## src/rtl/up_dn_counter_pkg.sv

```systemverilog
// Shared types for the parametrised up/down counter: operation encoding and mode constants.
package up_dn_counter_pkg;

  typedef enum logic [1:0] {
    OP_HOLD = 2'd0,
    OP_LOAD = 2'd1,
    OP_INC  = 2'd2,
    OP_DEC  = 2'd3
  } cnt_op_e;

  localparam logic MODE_SAT  = 1'b0;
  localparam logic MODE_WRAP = 1'b1;

endpackage

```

## src/rtl/up_dn_next_calc.sv

```systemverilog
// Combinational next-count calculation with boundary events for one counter operation.
module up_dn_next_calc
  import up_dn_counter_pkg::*;
#(
  parameter int unsigned WIDTH   = 5,
  parameter int unsigned MIN_VAL = 0,
  parameter int unsigned MAX_VAL = 31
) (
  input  cnt_op_e          op,
  input  logic [WIDTH-1:0] cnt,
  input  logic [WIDTH-1:0] load_val,
  input  logic [WIDTH:0]   step_eff,
  input  logic             wrap_mode,
  output logic [WIDTH-1:0] nxt,
  output logic             ovf_ev,
  output logic             unf_ev,
  output logic             wrap_ev,
  output logic             clamp_ev
);

  // Two guard bits: one for carry past 2**WIDTH, one for sign on decrement.
  localparam int unsigned XW = WIDTH + 2;
  localparam logic signed [XW-1:0] MIN_X   = XW'(MIN_VAL);
  localparam logic signed [XW-1:0] MAX_X   = XW'(MAX_VAL);
  localparam logic signed [XW-1:0] RANGE_X = XW'(MAX_VAL - MIN_VAL + 1);

  logic signed [XW-1:0] cnt_x;
  logic signed [XW-1:0] step_x;
  logic signed [XW-1:0] ld_x;
  logic signed [XW-1:0] sum_x;
  logic signed [XW-1:0] diff_x;

  always_comb begin
    cnt_x    = signed'({2'b00, cnt});
    step_x   = signed'({1'b0, step_eff});
    ld_x     = signed'({2'b00, load_val});
    sum_x    = cnt_x + step_x;
    diff_x   = cnt_x - step_x;
    nxt      = cnt;
    ovf_ev   = 1'b0;
    unf_ev   = 1'b0;
    wrap_ev  = 1'b0;
    clamp_ev = 1'b0;
    case (op)
      OP_LOAD: begin
        if (ld_x > MAX_X) begin
          nxt      = WIDTH'(MAX_VAL);
          clamp_ev = 1'b1;
        end else if (ld_x < MIN_X) begin
          nxt      = WIDTH'(MIN_VAL);
          clamp_ev = 1'b1;
        end else begin
          nxt = load_val;
        end
      end
      OP_INC: begin
        if (sum_x <= MAX_X) begin
          nxt = WIDTH'(sum_x);
        end else begin
          ovf_ev = 1'b1;
          if (wrap_mode == MODE_WRAP) begin
            nxt     = WIDTH'(sum_x - RANGE_X);
            wrap_ev = 1'b1;
          end else begin
            nxt = WIDTH'(MAX_VAL);
          end
        end
      end
      OP_DEC: begin
        if (diff_x >= MIN_X) begin
          nxt = WIDTH'(diff_x);
        end else begin
          unf_ev = 1'b1;
          if (wrap_mode == MODE_WRAP) begin
            nxt     = WIDTH'(diff_x + RANGE_X);
            wrap_ev = 1'b1;
          end else begin
            nxt = WIDTH'(MIN_VAL);
          end
        end
      end
      default: nxt = cnt;
    endcase
  end

endmodule

```

## src/rtl/up_dn_counter_param.sv

```systemverilog
// Bounded loadable up/down counter with saturate/wrap mode, sticky ovf/unf and event pulses.
module up_dn_counter_param
  import up_dn_counter_pkg::*;
#(
  parameter int unsigned WIDTH   = 5,
  parameter int unsigned MIN_VAL = 0,
  parameter int unsigned MAX_VAL = (32'd1 << WIDTH) - 32'd1,
  parameter int unsigned STEP_W  = WIDTH
) (
  input  logic              clk,
  input  logic              RST,
  input  logic              en,
  input  logic              load,
  input  logic [WIDTH-1:0]  load_val,
  input  logic              UP,
  input  logic              DOWN,
  input  logic [STEP_W-1:0] step,
  input  logic              wrap_mode,
  input  logic              clr_flags,
  output logic [WIDTH-1:0]  Counter,
  output logic              High,
  output logic              Low,
  output logic              ovf,
  output logic              unf,
  output logic              wrap_p,
  output logic              load_err
);

  localparam int unsigned RANGE = MAX_VAL - MIN_VAL + 1;

  if (MIN_VAL >= MAX_VAL || 64'(MAX_VAL) >= (64'd1 << WIDTH)) begin : g_bad_bounds
    $error("up_dn_counter_param: need MIN_VAL < MAX_VAL < 2**WIDTH");
  end

  cnt_op_e          op;
  logic [WIDTH:0]   step_eff;
  logic [WIDTH-1:0] counter_d, counter_q;
  logic             ovf_d, ovf_q;
  logic             unf_d, unf_q;
  logic             wrap_p_d, wrap_p_q;
  logic             load_err_d, load_err_q;
  logic [WIDTH-1:0] nxt;
  logic             ovf_ev, unf_ev, wrap_ev, clamp_ev;

  // Priority decode (DOWN beats UP) and step clamp to one full range.
  always_comb begin
    op = OP_HOLD;
    if (load) begin
      op = OP_LOAD;
    end else if (en && DOWN) begin
      op = OP_DEC;
    end else if (en && UP) begin
      op = OP_INC;
    end
    if (32'(step) > RANGE) begin
      step_eff = (WIDTH+1)'(RANGE);
    end else begin
      step_eff = (WIDTH+1)'(step);
    end
  end

  up_dn_next_calc #(
    .WIDTH   (WIDTH),
    .MIN_VAL (MIN_VAL),
    .MAX_VAL (MAX_VAL)
  ) u_next_calc (
    .op        (op),
    .cnt       (counter_q),
    .load_val  (load_val),
    .step_eff  (step_eff),
    .wrap_mode (wrap_mode),
    .nxt       (nxt),
    .ovf_ev    (ovf_ev),
    .unf_ev    (unf_ev),
    .wrap_ev   (wrap_ev),
    .clamp_ev  (clamp_ev)
  );

  // Sticky flags: a new event in the clearing cycle keeps the flag set.
  always_comb begin
    counter_d  = nxt;
    ovf_d      = (ovf_q & ~clr_flags) | ovf_ev;
    unf_d      = (unf_q & ~clr_flags) | unf_ev;
    wrap_p_d   = wrap_ev;
    load_err_d = clamp_ev;
  end

  always_ff @(posedge clk) begin
    if (RST) begin
      counter_q  <= WIDTH'(MIN_VAL);
      ovf_q      <= 1'b0;
      unf_q      <= 1'b0;
      wrap_p_q   <= 1'b0;
      load_err_q <= 1'b0;
    end else begin
      counter_q  <= counter_d;
      ovf_q      <= ovf_d;
      unf_q      <= unf_d;
      wrap_p_q   <= wrap_p_d;
      load_err_q <= load_err_d;
    end
  end

  assign Counter  = counter_q;
  assign High     = (counter_q == WIDTH'(MAX_VAL));
  assign Low      = (counter_q == WIDTH'(MIN_VAL));
  assign ovf      = ovf_q;
  assign unf      = unf_q;
  assign wrap_p   = wrap_p_q;
  assign load_err = load_err_q;

endmodule
```

## config.mk

```make
export PLATFORM = sky130hd
export DESIGN_NAME = up_dn_counter_param
export DESIGN_NICKNAME = d
export VERILOG_FILES = /design/src/rtl/up_dn_counter_pkg.sv /design/src/rtl/up_dn_next_calc.sv /design/src/rtl/up_dn_counter_param.sv
export SDC_FILE = /design/constraint.sdc
export NUM_CORES = 1
export LEC_CHECK = 0
export CELL_PAD_IN_SITES_DETAIL_PLACEMENT = 1
export CELL_PAD_IN_SITES_GLOBAL_PLACEMENT = 1
export CORE_MARGIN = 5
export CORE_UTILIZATION = 33
export DETAILED_ROUTE_END_ITERATION = 16
export PLACE_DENSITY = 0.88
export SLEW_MARGIN = 15
export SYNTH_ARGS = -nofsm -noshare
export SYNTH_HDL_FRONTEND = slang
export SYNTH_SLANG_ARGS = --single-unit
export TNS_END_PERCENT = 1
```

## constraint.sdc

```tcl
create_clock -name clk -period 2.67 [get_ports clk]
set_clock_uncertainty 0.15 [all_clocks]
set_input_delay 0.534 -clock clk [delete_from_list [all_inputs] [get_ports clk]]
set_output_delay 0.534 -clock clk [all_outputs]
set_load 0.05 [all_outputs]
```

==> run metrics, run 1 <==
Gate Count Post-Synth=106; number of flops mapped to enable cells by yosys=0; antenna-violating nets left=0; transition at the pin with the smallest max-transition slack=approximately 510 ps; vertical extent of the die=about 62 um; maximum ir drop on the vdd rail=0.000354 V; top-level I/O count=29; placed wire-length estimate after detailed placement=about 2400 um; clock transition time at the flip-flop clock pins of the worst setup and hold paths=60 ps; post-synth top area cell=sky130_fd_sc_hd__dfxtp_1; Clock Sink Count=8; maximum buffer depth of the clock tree=2; count of yosys warnings during synthesis=0; master cell of the clock root buffer=sky130_fd_sc_hd__clkbuf_4; total wire length after detailed routing=roughly 3000 um; GR Util All Layers=16.7%; area inside the core boundary=2520 um^2; number of buffers added on ports=27; standby leakage power=0.000526 uW; setup repair after global routing missed its margin=false; via count of the first global-routing pass=1052; critical path endpoint category=register; wire length of the first global-routing pass=4760 um; Slew Limit Fails=0; share of Yosys cell area claimed by the top area cell type=a little under a fifth; Final setup violation count=0; kind of start point of the critical path=input pin; mean post-synth cell area=8.38 um^2; Fillers=314; remaining global-route overflow=0; Power per Cell Area=388 nW/um^2; Final WS setup=144 ps; DIE AREA=between 3000 and 4000 um^2; result of the run=completed; placement-stage cell area=1190 um^2; final count of hold timing violations=0; commonest register cell after synthesis=sky130_fd_sc_hd__dfxtp_1; Overall Power=474 uW; synthesized netlist net count=between 100 and 150; part of the Yosys area used for sequential elements=18.0%; final cell area excluding filler cells=1220 um^2; required time of the critical path=2650 ps; critical path class=input pin to register; worst-path maximum fanout=5; area of the mapped netlist=888 um^2; H-tree lvl count=1; detailed-route vias per instance=5.46; initial core utilization=35.2%; post-cts repair resize count=0; final net count=171; summed negative setup slack over all endpoints=0 ps; largest net degree at the start of global routing=9; ratio of cells with drive above 1 in the final layout=12.9%; number of DRC violations after detailed-routing iteration 0=14; setup repair bufs after CTS=0; share of the clock period used by the worst path=94.6%; largest cells by area after synthesis=sky130_fd_sc_hd__dfxtp_1 (18%), sky130_fd_sc_hd__ha_1 (14%), sky130_fd_sc_hd__a21oi_1 (6.2%), sky130_fd_sc_hd__inv_1 (4.6%), sky130_fd_sc_hd__fa_1 (4.5%); Final min period=around 2500 ps; number of standard-cell rows in the floorplan=18; worst setup timing slack at the placement stage=-138 ps; Yosys reg bits=8; die outline width=61.9 um; number of antenna violations at the first check in global routing=0; FFs w/ async S/R, synth=0%; Detailed Routing Iterations Pass 1=4; # Max-Cap Violations=0; vias after detailed routing=923; number of design rule violations left after detail routing=0; Relative slew margins=65.7%; HP Class=register to register; cts bufs inserted=3; Final Wtd Congestion=0.855; Arr. time, crit path=2510 ps; maximum frequency from static timing analysis=0.396 GHz; diode insertion count for antenna repair=0; CTS tree=yes; Clk Latency, worst-skew pair=260 ps; final cell utilization of the core=48.4%; average wire length per cell after detail routing=17.4 um; Post-CTS Hold Fix Bufs=0; count of unique library cells instantiated by Yosys=41; Synth-to-Final Area Change=37.5%
==> logic make-up (layout without fill, tap and decap cells) <==
kind of cell             count (synthesis)  in the layout  share of synthesized area (%)
AO/OA/AOI/OAI                           34             34                           28.9
AND/OR/NAND/NOR                         29             29                           17.3
buffers and inverters                   16             49                           10.8
adder cells (fa/ha/maj)                 12             12                           18.6
flip-flops                               8              8                           18.0
XOR/XNOR                                 6              6                           5.92
other                                    1              1                          0.422
==> sequential cells by signal, summed over array words and instances (netlist names) <==
| signal | cells |
|---|---|
| ovf | 1 |
| Counter | 5 |
| wrap_p | 1 |
| unf | 1 |
==> cells in the final DEF (no fill, tap or decap), types with 3 or more instances in the layout <==
master                            Yosys  layout
sky130_fd_sc_hd__nor2_1               6       6
sky130_fd_sc_hd__nor2b_1              3       3
sky130_fd_sc_hd__buf_4                2       8
sky130_fd_sc_hd__o21ai_0              4       4
sky130_fd_sc_hd__xnor2_1              4       4
sky130_fd_sc_hd__nand2_1              7       7
sky130_fd_sc_hd__ha_1                10      10
sky130_fd_sc_hd__dfxtp_1              8       8
sky130_fd_sc_hd__a21oi_1             11      10
sky130_fd_sc_hd__a221oi_1             3       3
sky130_fd_sc_hd__clkdlybuf4s50_1      0      26
sky130_fd_sc_hd__clkbuf_4             0       3
sky130_fd_sc_hd__nand2b_1             3       3
sky130_fd_sc_hd__inv_1               11      11
==> cell usage after synthesis (3+ instances only) <==
cell                       instances
sky130_fd_sc_hd__ha_1             10
sky130_fd_sc_hd__a21oi_1          11
sky130_fd_sc_hd__nand2b_1          3
sky130_fd_sc_hd__dfxtp_1           8
sky130_fd_sc_hd__nand2_1           7
sky130_fd_sc_hd__nor2b_1           3
sky130_fd_sc_hd__xnor2_1           4
sky130_fd_sc_hd__o21ai_0           4
sky130_fd_sc_hd__inv_1            11
sky130_fd_sc_hd__a221oi_1          3
sky130_fd_sc_hd__nor2_1            6
==> final timing paths <==
kind	slack, ps	cells past startpoint	start	endpoint
setup / recovery	140	8	step[2]	Counter[2]$_SDFFE_PP0P_
hold / removal	340	2	ovf$_SDFF_PP0_	ovf$_SDFF_PP0_
setup reg to reg	510	6	Counter[1]$_SDFFE_PP0P_	Counter[2]$_SDFFE_PP0P_
hold reg to reg	340	2	ovf$_SDFF_PP0_	ovf$_SDFF_PP0_
==> metal layers <==
layer	vias to the layer above	wire (um)	part of all wire, %	global-route usage, %
li1	440	-	-	-
met1	459	1250	42	19.8
met2	24	1590	54	31.8
met5	-	0	0	0
met4	0	0	0	1.82
met3	0	103	3.5	3.10
==> final cells by class <==
cell class / count / area, um^2 / share of cell area (%)
Inverter: 12 / 45.0 / 3.69
Clock buffer: 3 / 22.5 / 1.84
Sequential cell: 8 / 160 / 13.1
Timing Repair Buffer: 34 / 320 / 26.2
Multi-Input combinational cell: 82 / 636 / 52.0
Tap cell: 30 / 37.5 / 3.07
==> through the flow <==
stage | cells | hold WS (ps)
2_1_floorplan | 106 | 453
3_3_place_gp | 166 | 313
3_5_place_dp | 166 | 340
4_1_cts | 169 | 349
5_1_grt | 169 | 367
6_report | 169 | 337
==> power by group <==
part / leakage [uW] / internal [uW] / switching (uW)
sequential: 0.0000657 / 127 / 13.3
combinational: 0.000447 / 108 / 131
clock: 0.0000138 / 51.6 / 43.5
total: 0.000526 / 286 / 188
==> worst max-delay path, cell delays in order <==
cell and delay, ps:
sky130_fd_sc_hd__clkdlybuf4s50_1 490, sky130_fd_sc_hd__inv_1 50, sky130_fd_sc_hd__ha_1 370, sky130_fd_sc_hd__a21oi_4 170, sky130_fd_sc_hd__a21oi_2 90, sky130_fd_sc_hd__o311a_4 390
sky130_fd_sc_hd__a222oi_1 300, sky130_fd_sc_hd__a21oi_1 110
(Power assumes the default switching activity.)
==> inputs of run 2 (changes only) <==
--- a/config.mk
+++ b/config.mk
@@ -5,6 +5,7 @@
 export SDC_FILE = /design/constraint.sdc
 export NUM_CORES = 1
 export LEC_CHECK = 0
+export CAP_MARGIN = 20
 export CELL_PAD_IN_SITES_DETAIL_PLACEMENT = 1
 export CELL_PAD_IN_SITES_GLOBAL_PLACEMENT = 1
 export CORE_MARGIN = 5
==> results of run 2 <==
No change in the layout: final DEF, timing and power equal those of run 1.
